File: src/rtl/switch_slot_arbiter.sv
// Slot sequencer/arbiter: clears the shared buffer after reset, then grants
// 3-cycle datapath slots round-robin with per-packet locking.
module switch_slot_arbiter #(
    parameter int NUM_PORTS  = 4,
    parameter int INIT_DEPTH = 16,
    parameter int AW         = $clog2(INIT_DEPTH)
) (
    input  logic                 in_clk,
    input  logic                 in_rst,
    input  logic [3:0]           in_cycle_cnt,
    input  logic [NUM_PORTS-1:0] in_req,
    input  logic [NUM_PORTS-1:0] in_req_last,
    output logic [NUM_PORTS-1:0] out_grant,
    output logic                 out_grant_valid,
    output logic                 out_init_we,
    output logic [AW-1:0]        out_init_addr,
    output logic                 out_init_done
);
    localparam int PW = $clog2(NUM_PORTS);

    typedef enum logic {S_INIT, S_RUN} state_t;

    state_t               state_q;
    logic [PW-1:0]        rr_ptr_q;
    logic                 lock_q;
    logic [NUM_PORTS-1:0] grant_q;
    logic                 grant_valid_q;
    logic                 init_we_q;
    logic [AW-1:0]        init_addr_q;
    logic                 init_done_q;

    logic                 boundary;
    logic                 hold;
    logic                 found;
    logic [PW-1:0]        pick;
    logic [NUM_PORTS-1:0] grant_d;

    assign boundary = (in_cycle_cnt == 4'd2);
    // rr_ptr always names the current owner while a grant is live
    assign hold     = lock_q && in_req[rr_ptr_q] && !in_req_last[rr_ptr_q];

    always_comb begin
        found   = 1'b0;
        pick    = rr_ptr_q;
        grant_d = '0;
        for (int i = 1; i <= NUM_PORTS; i++) begin
            logic [PW-1:0] idx;
            idx = PW'((int'(rr_ptr_q) + i) % NUM_PORTS);
            if (!found && in_req[idx]) begin
                found = 1'b1;
                pick  = idx;
            end
        end
        if (found) grant_d[pick] = 1'b1;
    end

    always_ff @(posedge in_clk) begin
        if (in_rst) begin
            state_q       <= S_INIT;
            rr_ptr_q      <= PW'(NUM_PORTS - 1);
            lock_q        <= 1'b0;
            grant_q       <= '0;
            grant_valid_q <= 1'b0;
            init_we_q     <= 1'b0;
            init_addr_q   <= '0;
            init_done_q   <= 1'b0;
        end else if (state_q == S_INIT) begin
            // first cycle out of reset only raises the strobe at addr 0
            if (!init_we_q) begin
                init_we_q <= 1'b1;
            end else if (init_addr_q == AW'(INIT_DEPTH - 1)) begin
                init_we_q   <= 1'b0;
                init_done_q <= 1'b1;
                state_q     <= S_RUN;
            end else begin
                init_addr_q <= init_addr_q + 1'b1;
            end
        end else if (boundary && !hold) begin
            grant_q       <= grant_d;
            grant_valid_q <= found;
            lock_q        <= found && !in_req_last[pick];
            if (found) rr_ptr_q <= pick;
        end
    end

    assign out_grant       = grant_q;
    assign out_grant_valid = grant_valid_q;
    assign out_init_we     = init_we_q;
    assign out_init_addr   = init_addr_q;
    assign out_init_done   = init_done_q;
endmodule
File: config.mk
export PLATFORM = sky130hd
export DESIGN_NAME = switch_slot_arbiter
export DESIGN_NICKNAME = d
export VERILOG_FILES = /design/src/rtl/switch_slot_arbiter.sv
export SDC_FILE = /design/constraint.sdc
export NUM_CORES = 1
export LEC_CHECK = 0
export CELL_PAD_IN_SITES_DETAIL_PLACEMENT = 0
export CELL_PAD_IN_SITES_GLOBAL_PLACEMENT = 1
export CORE_UTILIZATION = 34
export CTS_CLUSTER_DIAMETER = 40
export DETAILED_ROUTE_END_ITERATION = 10
export HOLD_SLACK_MARGIN = 0.12
export PLACE_DENSITY_LB_ADDON = 0.1
export SYNTH_ARGS = -nofsm -noshare
export SYNTH_HDL_FRONTEND = slang
export SYNTH_SLANG_ARGS = --single-unit
export TNS_END_PERCENT = 50
File: constraint.sdc
create_clock -name in_clk -period 4.2 [get_ports in_clk]
set_input_delay 0.42 -clock in_clk [delete_from_list [all_inputs] [get_ports in_clk]]
set_output_delay 0.42 -clock in_clk [all_outputs]
set_load 0.1 [all_outputs]
Word-level counts from Yosys, hierarchy flattened

Index checks and enable logic that the tools add are counted.

Register bits after elaboration: 15
Bits of input ports: 14
Output and inout bits: 11
Word-level logic and storage cells: 72

Add/sub/neg operators: 5
Magnitude comparators: 7
Equality and inequality tests: 2
Mux-type cells: 30
Bitwise logic cells: 2
Reductions and logical operators: 18

Operator list:

| kind                                                                   | number |
|---|---|
| 2-bit by 3-bit < comparator with 1-bit output (second input constant)  | 6 |
| 1-bit two-way mux                                                      | 17 |
| 1-bit binary-select mux with 2-bit select                              | 7 |
| 3-bit AND reduction                                                    | 3 |
| 1-bit logical AND                                                      | 8 |
| 2-bit two-way mux                                                      | 4 |
| 1-bit logical NOT                                                      | 6 |
| 2-bit by 1-bit adder with 2-bit output (second input constant)         | 2 |
| 2-bit adder (second input constant)                                    | 2 |
| 4-bit by 1-bit adder with 4-bit output (second input constant)         | 1 |
| 4-bit by 2-bit equality test with 1-bit output (second input constant) | 1 |
| 4-bit equality test (second input constant)                            | 1 |
| 4-bit two-way mux                                                      | 1 |
| 1-bit demux with 2-bit select                                          | 1 |
| 2-bit by 1-bit >= comparator with 1-bit output (second input constant) | 1 |
| 1-bit inverter                                                         | 2 |
| 2-bit AND reduction                                                    | 1 |

Logic depth before layout (Yosys ltp)

Gate-level depths: netlist of run 1.

Depth after elaboration: 18
Gate-level depth with buffers: 7

Worst setup path after synthesis of run 1

No wires, ideal clock.

Kind: register to register
Start point: register init_we_q, in the netlist out_init_we
End point: register init_addr_q[3], in the netlist out_init_addr[3]
Library setup time: 0.071 ns
Arrival: 1.871 ns
Required time: 4.129 ns
Path slack: 2.258 ns
Cell stages (with the launch flop): 5
Buffers on the path: 0
Clock period less this slack: 1.942 ns
Cell sequence: dfxtp_1 nor2b_1 nand2_1 or3_1 a21oi_1

Cells in the longest elaborated chain, start to end: 1

RTL lines:

| what                                 | RTL line | text |
|---|---|---|
| from (decl)                          | 28       | `logic init_we_q;` |
| from (signal assigned)               | 64       | `init_we_q <= 1'b0;` |
| from (signal assigned)               | 70       | `init_we_q <= 1'b1;` |
| from (signal assigned)               | 72       | `init_we_q <= 1'b0;` |
| 3-bit AND reduction (no source line) | --       |  |
| to (signal assigned)                 | 76       | `init_addr_q <= init_addr_q + 1'b1;` |
| to (decl)                            | 29       | `logic [AW-1:0] init_addr_q;` |

Every way passes these cells.
A chain may end at the register's enable or synchronous reset.

Worst setup path after layout of run 1

Start point: register init_addr_q[2], in the netlist out_init_addr[2]
End point: output port out_init_addr[2]

RTL lines:

| what      | RTL line | text |
|---|---|---|
| to (decl) | 16       | `output logic [AW-1:0] out_init_addr,` |

No word-level cell between the ends.

==> results_dict.tcl, run 1 <==
set metrics [dict create \
    fin_cells 141 \
    synthCells 88 \
    dpl.cell_count 137 \
    endpoint_kind "output pin" \
    p_comb_share_pct 20.1 \
    slew_viol_final 0 \
    p_per_area_nw_per_um2 273 \
    drt_first_pass_iters 4 \
    vias_per_cell 5.06 \
    power_switching_mw 0.0816 \
    post-cts-setup-buffers 0 \
    multi_input_area_um2 442 \
    worst_hold_slack_ns 0.454 \
    yosysUniqueCellTypes 32 \
    cap_violations 0 \
    initial_core_util_pct 37.3 \
    start_kind "flip-flop" \
    cts_resized 0 \
    core_um2 2040 \
    dr_wl_met3_um 64 \
    p_leak_nw 0.375 \
    pwr-share-clk_pct 28.4 \
    netlist.area_leader.share_pct 39.5 \
    io-pin-count 25 \
    tightest_slew_ns 0.975 \
    die_w_um 49.3 \
    yosys.area.top_type "dfxtp_1" \
    synth_common_cells "15 x dfxtp_1, 9 x nor2_1, 8 x a21oi_1" \
    slowest_delay_ns 1.16 \
    grt_max_degree 16 \
    finalHoldViolCount 0 \
    clkLatencyLatePin_ns 0.28 \
    setup_viol 0 \
    rsz0062_at_grt "no" \
    worstPathArrival_ns 1.87 \
    seqPwrFrac_pct 51.5 \
    io_buffers 24 \
    fin_crit_ns 2.29 \
    cp.buffers_inverters 1 \
    synth_edf_count 0 \
    yosysMostFrequentCell "dfxtp_1" \
    numCtsBuffers 3 \
    yosys_warnings 0 \
    status "complete, no violations" \
    cp_slowest_cell "clkdlybuf4s50_1" \
    vias 713 \
    syn_to_final_growth_pct 38.0 \
    clock_sinks 15 \
    routed.top_layer "met4" \
    ys_seq_area_share_pct 39.5 \
    wl_met1_um 719 \
    num_antenna_cells 0 \
    cp_cell_sequence "clkdlybuf4s50_1" \
    route.detailed.drc 0 \
    hold_path.class "reg -> reg" \
    cts_hold_buf 0 \
    cts.htree.levels 1 \
    swShare_pct 28.5 \
    die_h_um 49.3 \
    slew_headroom_pct 34.8 \
    synthFlopType "dfxtp_1" \
    antenna_found_initial 0 \
    wl_per_cell_um 11.7 \
    internal_power_mw 0.205 \
    drive_gt1_share_pct 5.26 \
    synth_area_um2 761 \
    rr_startpoint "rr_ptr_q[0]" \
    crit_required_ns 3.78 \
    fin_util_pct 51.4 \
    dp_hpwl_um 1260 \
    cts_root_buffer "clkbuf_4" \
    fin_crit_sh_pct 54.4 \
    timing.fmax_mhz 437 \
    async_reset_ff_share_pct 0 \
    first_iter_violations 11 \
    critPathMaxFanout 6 \
    syn_avg_cell_area_um2 8.64 \
    filler_cell_count 220 \
    placementRows 16 \
    synth.net_count 103 \
    crit_start "out_init_addr[2]" \
    grt_pass1_wl_um 2840 \
    cts_tree "yes" \
    ir_worst_vdd_v 0.000144 \
    drt-total-wl_um 1650 \
    netlist_top_cells_area "dfxtp_1 39%, a21oi_1 5.3%, mux2i_1 5.3%" \
    fin_tns_setup_ns 0 \
    nNetsFinal 130 \
    critical-path-top-delay-family "buffers and inverters" \
    grt-ovfl-total 0 \
    die_area_um2 2430 \
    cts_buffer_depth 2 \
    worstSetupPathType "reg -> out" \
    gp_congestion 0.702 \
    grt_usage_pct 15.5 \
    skew_ns 0.000840 \
    grt_pass1_vias 674 \
    dr_wl_met2_um 837 \
    synth_seq_cells 15 \
    fin_total_pwr_mw 0.286 \
    seq_area_um2 300 \
    antenna_left 0 \
    min_from "out_grant[1]" \
    clk_pin_slew_worst_paths_ns 0.08 \
]
per-stage QoR:
| step | worst slack [ns] | instance area [µm²] |
|---|---|---|
| floorplan | 2.26 | 761 |
| global placement | 1.71 | 1020 |
| detailed placement | 1.68 | 1020 |
| CTS | 1.89 | 1050 |
| global route | 1.86 | 1050 |
| finish | 1.91 | 1050 |
final timing paths:
kind,endpoint,slack [ns],cells past startpoint
hold / removal,out_grant[1],0.45,2
setup reg to reg,rr_ptr_q[0],2.25,5
setup / recovery,out_init_addr[2],1.91,1
hold reg to reg,out_grant[1],0.45,2
cell families (layout without fill, tap and decap cells):
logic type                 after synthesis  in the layout  share of synthesized area (%)
and+or+nand+nor                         42             42                           30.9
AOI/OAI and AO/OA                       20             20                           16.1
DFF                                     15             15                           39.5
muxes                                    5              5                           8.22
buffers and inverters                    4             30                           2.47
adders and majority gates                1              1                           1.64
xor gates and xnor gates                 1              1                           1.15
layout by cell type, fill, tap and decap left out, types with 2 or more instances in the layout:
cell              n
o31ai_1           2
nor3_1            3
nand3_1           4
nor4_1            2
nor2_1            9
o21ai_1           2
inv_1             2
nor2b_1           4
a21oi_1           8
dfxtp_1          15
o21ai_0           3
clkbuf_4          3
mux2i_1           4
nand2_1           6
nand2b_1          6
clkdlybuf4s50_1  24
metal layers:
metal | GRT usage (%) | vias to the layer above
li1 | - | 372
met1 | 14.8 | 324
met2 | 29.5 | 12
met3 | 4.67 | 5
met4 | 7.35 | 0
met5 | 0 | -
layout make-up:
class                           instances  share of cell area (%)
Inverter                                2                   0.715
Clock buffer                            4                    2.50
Timing Repair Buffer                   24                    22.9
Tap cell                               27                    3.22
Multi-Input combinational cell         69                    42.1
Sequential cell                        15                    28.6
state kept, by name (all words and copies together), names as in the netlist:
| name | count |
|---|---|
| lock_q | 1 |
| out_init_we | 1 |
| rr_ptr_q | 2 |
| out_grant | 4 |
| out_init_addr | 4 |
| state_q | 1 |
| out_init_done | 1 |
| out_grant_valid | 1 |
power by group through the flow:
stage	Combinational, mW	Sequential [mW]	Clock [mW]
floorplan	0.0161	0.169	0
global placement	0.0575	0.151	0
detailed placement	0.0580	0.151	0
CTS	0.0581	0.148	0.0876
global route	0.0617	0.148	0.0933
finish	0.0574	0.147	0.0814
Power figures use the tool's default switching activity.
==> inputs of run 2 (changes only) <==
- CORE_UTILIZATION: 34 -> 29
- clock period: 4.2 -> 1.9 ns (I/O delays scaled with it)
==> results_dict.tcl, run 2 (synthesis results as in run 1) <==
set metrics [dict create \
    status "complete, no violations" \
    route.detailed.drc 0 \
    wl_per_cell_um 11.5 \
    grt_pass1_vias 689 \
    nNetsFinal 140 \
    crit_required_ns 2.06 \
    skew_ns 0.00124 \
    core_um2 2480 \
    die_w_um 53.2 \
    finalHoldViolCount 0 \
    p_leak_nw 0.447 \
    clock_sinks 15 \
    multi_input_area_um2 445 \
    cp_slowest_cell "mux4_2" \
    initial_core_util_pct 30.7 \
    drt-total-wl_um 1770 \
    clkLatencyLatePin_ns 0.28 \
    placementRows 18 \
    num_antenna_cells 0 \
    fin_crit_sh_pct 88.5 \
    drt_first_pass_iters 4 \
    fin_crit_ns 1.68 \
    drive_gt1_share_pct 25.8 \
    fin_area_um2 1110 \
    p_per_area_nw_per_um2 586 \
    filler_cell_count 269 \
    dp_hpwl_um 1360 \
    grt_usage_pct 14.2 \
    placed_area_um2 1080 \
    seq_area_um2 304 \
    antenna_found_initial 0 \
    syn_to_final_growth_pct 45.9 \
    layout_common_cells "21 x buf_4, 13 x clkdlybuf4s50_1, 12 x dfxtp_1" \
    numCtsBuffers 3 \
    first_iter_violations 13 \
    io_buffers 24 \
    vias_per_cell 4.86 \
    grt-ovfl-total 0 \
    fin_total_pwr_mw 0.650 \
    timing.fmax_mhz 595 \
    tightest_slew_ns 0.577 \
    io-pin-count 25 \
    rsz0062_at_grt "no" \
    cts_buffer_depth 2 \
    hold_path.class "reg -> reg" \
    gp_congestion 0.722 \
    cts_tree "yes" \
    worst-r2r-setup-slack_ns 0.22 \
    die_h_um 53.2 \
    worst_hold_slack_ns 0.466 \
    cp_cell_sequence "mux4_2 -> o21ai_2 -> buf_4 -> nor4_1 -> a21oi_1 -> nor2_1" \
    cap_violations 0 \
    cts.htree.levels 1 \
    endpoint_kind "flip-flop" \
    clk_pin_slew_worst_paths_ns 0.10 \
    setup_viol 0 \
    final_common_cell "buf_4" \
    worstPathArrival_ns 1.84 \
    cts_root_buffer "clkbuf_4" \
    antenna_left 0 \
    fin_tns_setup_ns 0 \
    slew_headroom_pct 61.4 \
    die_area_um2 2830 \
    grt_pass1_wl_um 2880 \
    grt_max_degree 16 \
    vias 748 \
    slowest_delay_ns 0.55 \
    start_kind "flip-flop" \
    critPathMaxFanout 5 \
    ir_worst_vdd_v 0.000428 \
    worstSetupPathType "reg -> reg" \
    slew_viol_final 0 \
]
[run 2: changes by cell type in the layout (fill, tap and decap cells not counted), sizes merged]
cell	previous run	this run
clkbuf	4	3
clkinv	0	1
buf	0	21
clkdlybuf4s50	24	13
[run 2: through the flow]
stage	worst slack [ns]	std cells	util, %
6_report	0.219	154	44.8
5_1_grt	0.104	154	44.8
4_1_cts	0.149	154	44.6
3_5_place_dp	-0.101	150	43.5
3_3_place_gp	-0.0854	150	43.5
2_1_floorplan	0.183	88	-
[run 2: repair_timing]
item / CTS / global route
resized for setup: 0 / 1
endpoints found under the setup margin: 0 / 1
hold buffers: 0 / 0
setup buffers: 0 / 0
[run 2: final timing paths]
path                 from      endpoint  cells after the start
min          out_grant[1]  out_grant[1]                      2
max reg2reg   rr_ptr_q[0]  out_grant[0]                      6
min reg2reg  out_grant[1]  out_grant[1]                      2
max           rr_ptr_q[0]  out_grant[0]                      6
[run 2: where the power goes]
part | switching (mW) | internal (mW)
logic | 0.0777 | 0.0561
registers | 0.00650 | 0.321
clock network | 0.110 | 0.0782
total | 0.194 | 0.455
[run 2: area by class of cell]
| type | count | area share (%) |
|---|---|---|
| clock buffer | 3 | 2.03 |
| clock inverter | 1 | 0.451 |
| inverter | 2 | 0.676 |
| multi-input combinational | 69 | 40.1 |
| sequential | 15 | 27.4 |
| tap | 30 | 3.38 |
| timing repair buffer | 34 | 25.9 |
[run 2: critical path, delay by kind of cell (launching register included)]
family / cells / cell delay [ns]
compound gates: 2 / 0.31
buf+inv: 1 / 0.16
flops: 1 / 0.43
mux: 1 / 0.55
simple gates: 2 / 0.10
[run 2: layer usage]
| metal | GRT usage [%] | routed length (µm) |
|---|---|---|
| met4 | 3.95 | 10 |
| met3 | 5.17 | 60 |
| met2 | 25.4 | 892 |
| met5 | 0 | 0 |
| met1 | 15.5 | 808 |
==> inputs of run 3 (changes only) <==
- CTS_CLUSTER_SIZE: unset -> 12
==> results of run 3 <==
No change in the layout: final DEF, timing and power equal those of run 2.
